**config.mk**
```make
export PLATFORM = sky130hd
export DESIGN_NAME = rh_dbuf
export DESIGN_NICKNAME = d
export VERILOG_FILES = /design/src/rtl/rh_dbuf_pkg.sv /design/src/rtl/rh_dbuf_ram.sv /design/src/rtl/rh_dbuf.sv
export SDC_FILE = /design/constraint.sdc
export NUM_CORES = 1
export LEC_CHECK = 0
export ABC_CLOCK_PERIOD_IN_PS = 3900
export CAP_MARGIN = 40
export CORE_MARGIN = 3
export CORE_UTILIZATION = 54
export DETAILED_ROUTE_END_ITERATION = 8
export GPL_ROUTABILITY_DRIVEN = 0
export PLACE_DENSITY = 0.86
export SYNTH_ARGS = -nofsm -noshare
export SYNTH_HDL_FRONTEND = slang
export SYNTH_SLANG_ARGS = --single-unit
```
**constraint.sdc**
```tcl
create_clock -name clk -period 3.9 [get_ports clk]
set_input_delay 0.78 -clock clk [delete_from_list [all_inputs] [get_ports clk]]
set_output_delay 0.78 -clock clk [all_outputs]
set_load 0.02 [all_outputs]
```
**src/rtl/rh_dbuf_pkg.sv**
```systemverilog
// Shared definitions for the RH disk data buffer: word width, depth limits and
// the transfer-control state encoding.
package rh_dbuf_pkg;

  localparam int WORD_W    = 36;
  localparam int DEPTH_MIN = 2;
  localparam int DEPTH_MAX = 16;

  typedef enum logic [1:0] {
    IDLE = 2'd0,
    XFER = 2'd1,
    HALT = 2'd2
  } state_t;

endpackage

```
**src/rtl/rh_dbuf_ram.sv**
```systemverilog
// DEPTH x WIDTH register array: one synchronous write port, one asynchronous
// read port feeding the fall-through head word.
module rh_dbuf_ram #(
  parameter int DEPTH = 4,
  parameter int WIDTH = 36
) (
  input  logic                     clk,
  input  logic                     i_we,
  input  logic [$clog2(DEPTH)-1:0] i_waddr,
  input  logic [WIDTH-1:0]         i_wdata,
  input  logic [$clog2(DEPTH)-1:0] i_raddr,
  output logic [WIDTH-1:0]         o_rdata
);

  logic [WIDTH-1:0] r_mem [DEPTH];

  // NOTE: storage has no reset; the pointers and count define which words are
  // valid, so clearing the array would only cost a reset net per bit.
  always_ff @(posedge clk) begin
    if (i_we) r_mem[i_waddr] <= i_wdata;
  end

  assign o_rdata = r_mem[i_raddr];

endmodule

```
**src/rtl/rh_dbuf.sv**
```systemverilog
// RH disk data buffer: fall-through circular buffer between UBA memory side and
// MASSBUS disk side with data-late detection. Write-check compare is built only
// when RH_DBUF_WCE_EN is defined.
module rh_dbuf
  import rh_dbuf_pkg::*;
#(
  parameter int DEPTH = 4
) (
  input  logic                     clk,
  input  logic                     rst,
  input  logic                     devRESET,
  input  logic                     rhCLR,
  input  logic                     rhGO,
  input  logic                     mbDIR,
  input  logic                     rhWCMODE,
  input  logic                     ubWR,
  input  logic [WORD_W-1:0]        ubWDATA,
  input  logic                     ubRD,
  output logic [WORD_W-1:0]        ubRDATA,
  input  logic                     mbSTB,
  input  logic [WORD_W-1:0]        mbWDATA,
  output logic [WORD_W-1:0]        mbRDATA,
  output logic                     rhBUFIR,
  output logic                     rhBUFOR,
  output logic                     rhSETDLT,
  output logic                     rhSETWCE,
  output logic [$clog2(DEPTH):0]   rhCOUNT
);

  localparam int AW = $clog2(DEPTH);
  localparam int CW = AW + 1;

  if (DEPTH < DEPTH_MIN || DEPTH > DEPTH_MAX || (DEPTH & (DEPTH - 1)) != 0) begin : g_bad_depth
    $error("rh_dbuf: DEPTH must be a power of two in 2..16");
  end

  state_t            r_state, w_state_nxt;
  logic [AW-1:0]     r_wr_ptr, r_rd_ptr;
  logic [CW-1:0]     r_count;
  logic [WORD_W-1:0] w_head, w_wdata;
  logic              w_abort, w_clear, w_active, w_full, w_empty;
  logic              w_wc, w_push, w_pop, w_dlt, w_wce;

  assign w_abort  = devRESET | rhCLR;
  assign w_clear  = w_abort | rhGO;
  assign w_active = (r_state == XFER) && !w_clear;
  assign w_full   = (r_count == CW'(DEPTH));
  assign w_empty  = (r_count == '0);

`ifdef RH_DBUF_WCE_EN
  logic r_wcmode;

  always_ff @(posedge clk or negedge rst) begin
    if (!rst)         r_wcmode <= 1'b0;
    else if (w_abort) r_wcmode <= 1'b0;
    else if (rhGO)    r_wcmode <= rhWCMODE;
  end

  assign w_wc     = r_wcmode;
  assign rhSETWCE = w_wce;
`else
  logic w_unused_wcmode;

  assign w_unused_wcmode = rhWCMODE;
  assign w_wc            = 1'b0;
  assign rhSETWCE        = 1'b0;
`endif

  // NOTE: every always_comb output gets a default first, so no path leaves a
  // signal unassigned and no latch can be inferred.
  always_comb begin
    w_push  = 1'b0;
    w_pop   = 1'b0;
    w_wdata = mbWDATA;
    w_dlt   = 1'b0;
    w_wce   = 1'b0;
    if (w_active) begin
      if (mbDIR && !w_wc) begin
        // Disk write: the disk strobe can never be served from an empty buffer.
        w_wdata = ubWDATA;
        w_push  = ubWR && !w_full;
        w_pop   = mbSTB && !w_empty;
        w_dlt   = mbSTB && w_empty;
      end else begin
        // Disk read or write-check: a same-cycle pop frees room for the strobe.
        w_pop  = (w_wc ? ubWR : ubRD) && !w_empty;
        w_push = mbSTB && (!w_full || w_pop);
        w_dlt  = mbSTB && w_full && !w_pop;
        w_wce  = w_wc && w_pop && (ubWDATA != w_head);
      end
    end
  end

  // NOTE: sequential state uses non-blocking assignments so every register
  // samples the pre-edge values regardless of statement order.
  always_ff @(posedge clk or negedge rst) begin
    if (!rst) begin
      r_wr_ptr <= '0;
      r_rd_ptr <= '0;
      r_count  <= '0;
    end else if (w_clear) begin
      r_wr_ptr <= '0;
      r_rd_ptr <= '0;
      r_count  <= '0;
    end else begin
      if (w_push) r_wr_ptr <= r_wr_ptr + AW'(1);
      if (w_pop)  r_rd_ptr <= r_rd_ptr + AW'(1);
      case ({w_push, w_pop})
        2'b10:   r_count <= r_count + CW'(1);
        2'b01:   r_count <= r_count - CW'(1);
        default: r_count <= r_count;
      endcase
    end
  end

  always_ff @(posedge clk or negedge rst) begin
    if (!rst) r_state <= IDLE;
    else      r_state <= w_state_nxt;
  end

  always_comb begin
    w_state_nxt = r_state;
    if (w_abort)                                   w_state_nxt = IDLE;
    else if (rhGO)                                 w_state_nxt = XFER;
    else if ((r_state == XFER) && (w_dlt || w_wce)) w_state_nxt = HALT;
  end

  rh_dbuf_ram #(
    .DEPTH (DEPTH),
    .WIDTH (WORD_W)
  ) u_ram (
    .clk     (clk),
    .i_we    (w_push),
    .i_waddr (r_wr_ptr),
    .i_wdata (w_wdata),
    .i_raddr (r_rd_ptr),
    .o_rdata (w_head)
  );

  assign ubRDATA  = w_head;
  assign mbRDATA  = w_empty ? '0 : w_head;
  assign rhBUFIR  = !w_full;
  assign rhBUFOR  = !w_empty;
  assign rhSETDLT = w_dlt;
  assign rhCOUNT  = r_count;

endmodule

```
==> run summary <==
status: finished clean
reg2reg setup slack: 1410 ps
post-synthesis compound-gate area fraction: 1.087%
Post-synth EDFFs: 144
Worst Path Buf+Inv: 2
CTS root buf: clkbuf_16
core area: 0.01176 mm2
Main synth FF type: edfxtp_1
CP max stage cell: clkdlybuf4s50_1
RSZ-0062 raised after global routing: false
initial antenna violation count: 0
worst setup path class: primary input to output pin
Antenna diodes: 0
Resized cells post-CTS: 0
Fillers: 681
Critical Path Source Type: primary input
Post-Synth XOR/XNOR Area: 0.2623%
wire per inst: 20.80 um
max_cap viols: 0
hold_ws: 483.1 ps
clock-pin slew on the worst setup and hold paths: 60 ps
Post-synth ARST share: 5.882%
die height: 117.2 um
H-tree levels: 4
worst slew pin tran: 726.4 ps
Rel. slew slack: 51.53%
Initial Utilization: 56.78%
final hold vios: 0
gr usage total: 21.86%
CP dominant cell by count: clkdlybuf4s50_1
DRC Markers: 0
largest net degree at the start of global routing: 42
Post-DP HPWL: 9167 um
Leak: 3.131 nW
hold_buf cts: 0
TritonCTS Sinks: 153
Pre-Repair DR Iteration Count: 7
Power Dens Cells: 395.8 mW/mm2
final setup violating endpoints: 0
Critical Path Max Stage Delay: 630 ps
top-level I/O count: 161
final worst path period share: 91.73%
nets: 594
CP cell instances: clkdlybuf4s50_1 > or4b_4 > mux2_2 > nor2_1 > clkdlybuf4s50_1
routed wire length: 14210 um
full die area: 0.01374 mm2
Critical Path RT: 3120 ps
CTS Buf Count: 17
fmax: 0.2795 GHz
register area share after synthesis: 68.13%
vias in the first global route: 4001
CTS tree: done
Die Width: 117.2 um
Pwr Total: 3.578 mW
DR vias/cell: 5.501
syn_area_per_cell: 19.58 um2
port bufs: 158
Vias: 3757
clock tree buffer depth: 2
VDD IR-drop max: 0.2663 mV
syn nets: 428
Yosys reg bits: 153
Worst Slack Setup Final: 322.6 ps
Initial DRC Count: 244
dpl ws: 331.1 ps
Clock Latency Late Sink: 410 ps
mux cell area share after synthesis: 21.32%
global route overflow: 0
layout cells sized above 1: 22.16%
post-synthesis cell type count: 43
CP max FO: 3
Post-CTS Repair Setup Buffers: 0
setup TNS: 0 ps
Slew Viols, Final: 0
post-layout minimum cycle time: 3577 ps
CP delay by family, top: buffers and inverters
Site Rows: 39
Post-Syn Area: 0.006678 mm2
gate count of the mapped netlist: 341
Synth Area in Adders: 1.049%
CP endpoint kind: output pin
Ys Warns: 0
global-route wire length before repair: 21800 um
largest family of logic cells by synthesized area: multiplexers
Worst Path Arrival: 2800 ps
Area growth, synth to finish: 35.39%
clock skew: 7.718 ps
Worst Hold Class: flop to flop
Post-Synth Simple-Gate Area: 6.202%
number of routed nets with antenna violations: 0
-- path summary, 6_finish.rpt --
check / startpoint / to / cells past startpoint
setup reg to reg: rhCOUNT[1]$_DFFE_PN0P_ / rhCOUNT[2]$_DFFE_PN0P_ / 7
setup / recovery: ubRD / rhSETDLT / 5
max in group asynchronous: rst / r_rd_ptr[0]$_DFFE_PN0P_ / 1
hold / removal: r_state[1]$_DFFE_PN0P_ / r_state[1]$_DFFE_PN0P_ / 1
min in group asynchronous: rst / r_state[1]$_DFFE_PN0P_ / 1
hold reg to reg: r_state[1]$_DFFE_PN0P_ / r_state[1]$_DFFE_PN0P_ / 1
-- placed cells by master, fill, tap and decap left out, types with 2 or more instances in the layout --
master             n
clkdlybuf4s50_1  158
edfxtp_1         144
and2_1            37
mux4_2            36
mux2_4            30
clkbuf_16         17
dfrtp_1            7
mux2_1             6
nand2_1            5
mux2i_1            5
buf_4              5
and3_2             4
nand3_1            4
ha_1               4
inv_1              3
nor2_1             3
o21ai_0            3
clkinv_4           3
clkinv_1           3
bufinv_16          3
buf_12             3
nor2b_1            2
mux2_2             2
xor2_1             2
nand2b_1           2
a21oi_1            2
clkinv_2           2
dfrtp_2            2
-- sequential cells by signal, indices dropped and copies added (netlist names) --
| register | flops |
|---|---|
| r_wr_ptr | 2 |
| r_rd_ptr | 2 |
| r_state | 2 |
| u_ram.r_mem | 144 |
| rhCOUNT | 3 |
-- metrics by stage --
stage	cell area, um2	cells	utilization [%]
after global placement	8458	652	71.92
after floorplan	6678	341	-
after detailed placement	8458	652	71.92
after CTS	9041	683	76.88
after global routing	9041	683	76.88
final	9041	683	76.88
-- cell usage after synthesis (2+ instances only) --
| library cell | count | area [um2] |
|---|---|---|
| a21oi_1 | 2 | 10.01 |
| and2_1 | 37 | 231.5 |
| and3_1 | 4 | 25.02 |
| buf_1 | 2 | 7.510 |
| buf_2 | 5 | 25.02 |
| buf_4 | 3 | 22.52 |
| buf_6 | 3 | 33.78 |
| clkbuf_1 | 6 | 22.52 |
| dfrtp_1 | 9 | 225.2 |
| edfxtp_1 | 144 | 4324 |
| ha_1 | 4 | 50.05 |
| inv_1 | 3 | 11.26 |
| mux2_1 | 6 | 67.56 |
| mux2_2 | 2 | 22.52 |
| mux2_4 | 30 | 450.4 |
| mux2i_1 | 5 | 50.05 |
| mux4_2 | 36 | 810.8 |
| nand2_1 | 5 | 18.77 |
| nand2b_1 | 2 | 12.51 |
| nand3_1 | 4 | 20.02 |
| nor2_1 | 3 | 11.26 |
| nor2b_1 | 2 | 12.51 |
| o21ai_0 | 3 | 15.01 |
| xor2_1 | 2 | 17.52 |
-- power by group --
group          switching [mW]  internal [mW]
logic                  0.0595          0.109
clock network           0.613          0.997
registers            0.000822           1.80
-- cell type report --
| cell class | count | area [um2] | share of cell area, % |
|---|---|---|---|
| multi-input cells | 165 | 2007 | 22.20 |
| repair buffers | 166 | 1679 | 18.57 |
| inverters | 4 | 15.01 | 0.1661 |
| clock buffers | 18 | 429.2 | 4.747 |
| clock inverters | 13 | 153.9 | 1.702 |
| well taps | 164 | 205.2 | 2.270 |
| flip-flops and latches | 153 | 4552 | 50.35 |
-- per-layer routing --
layer,part of all wire (%),wire length (um),vias to the layer above,global-route usage [%]
met5,0,0,-,0
met4,2.1,293,0,9.709
met3,5.7,807,22,4.833
met2,55,7763,152,37.86
met1,38,5342,1896,26.33
li1,-,-,1687,-
-- worst register-to-register path, delay by kind of cell, from the launching register on --
kind | cells | cell delay, ps
AND/OR/NAND/NOR | 2 | 900
adder cells (fa/ha/maj) | 1 | 250
multiplexers | 2 | 430
flip-flops | 1 | 450
AO/OA/AOI/OAI | 2 | 390
-- cells by family after synthesis --
group / count (synthesis)
buf+inv: 23
flops: 153
simple gates: 66
fa+ha+maj: 5
other cells: 1
mux: 80
compound gates: 11
xor+xnor: 2
Note: power is estimated with default switching activity, not from simulation.
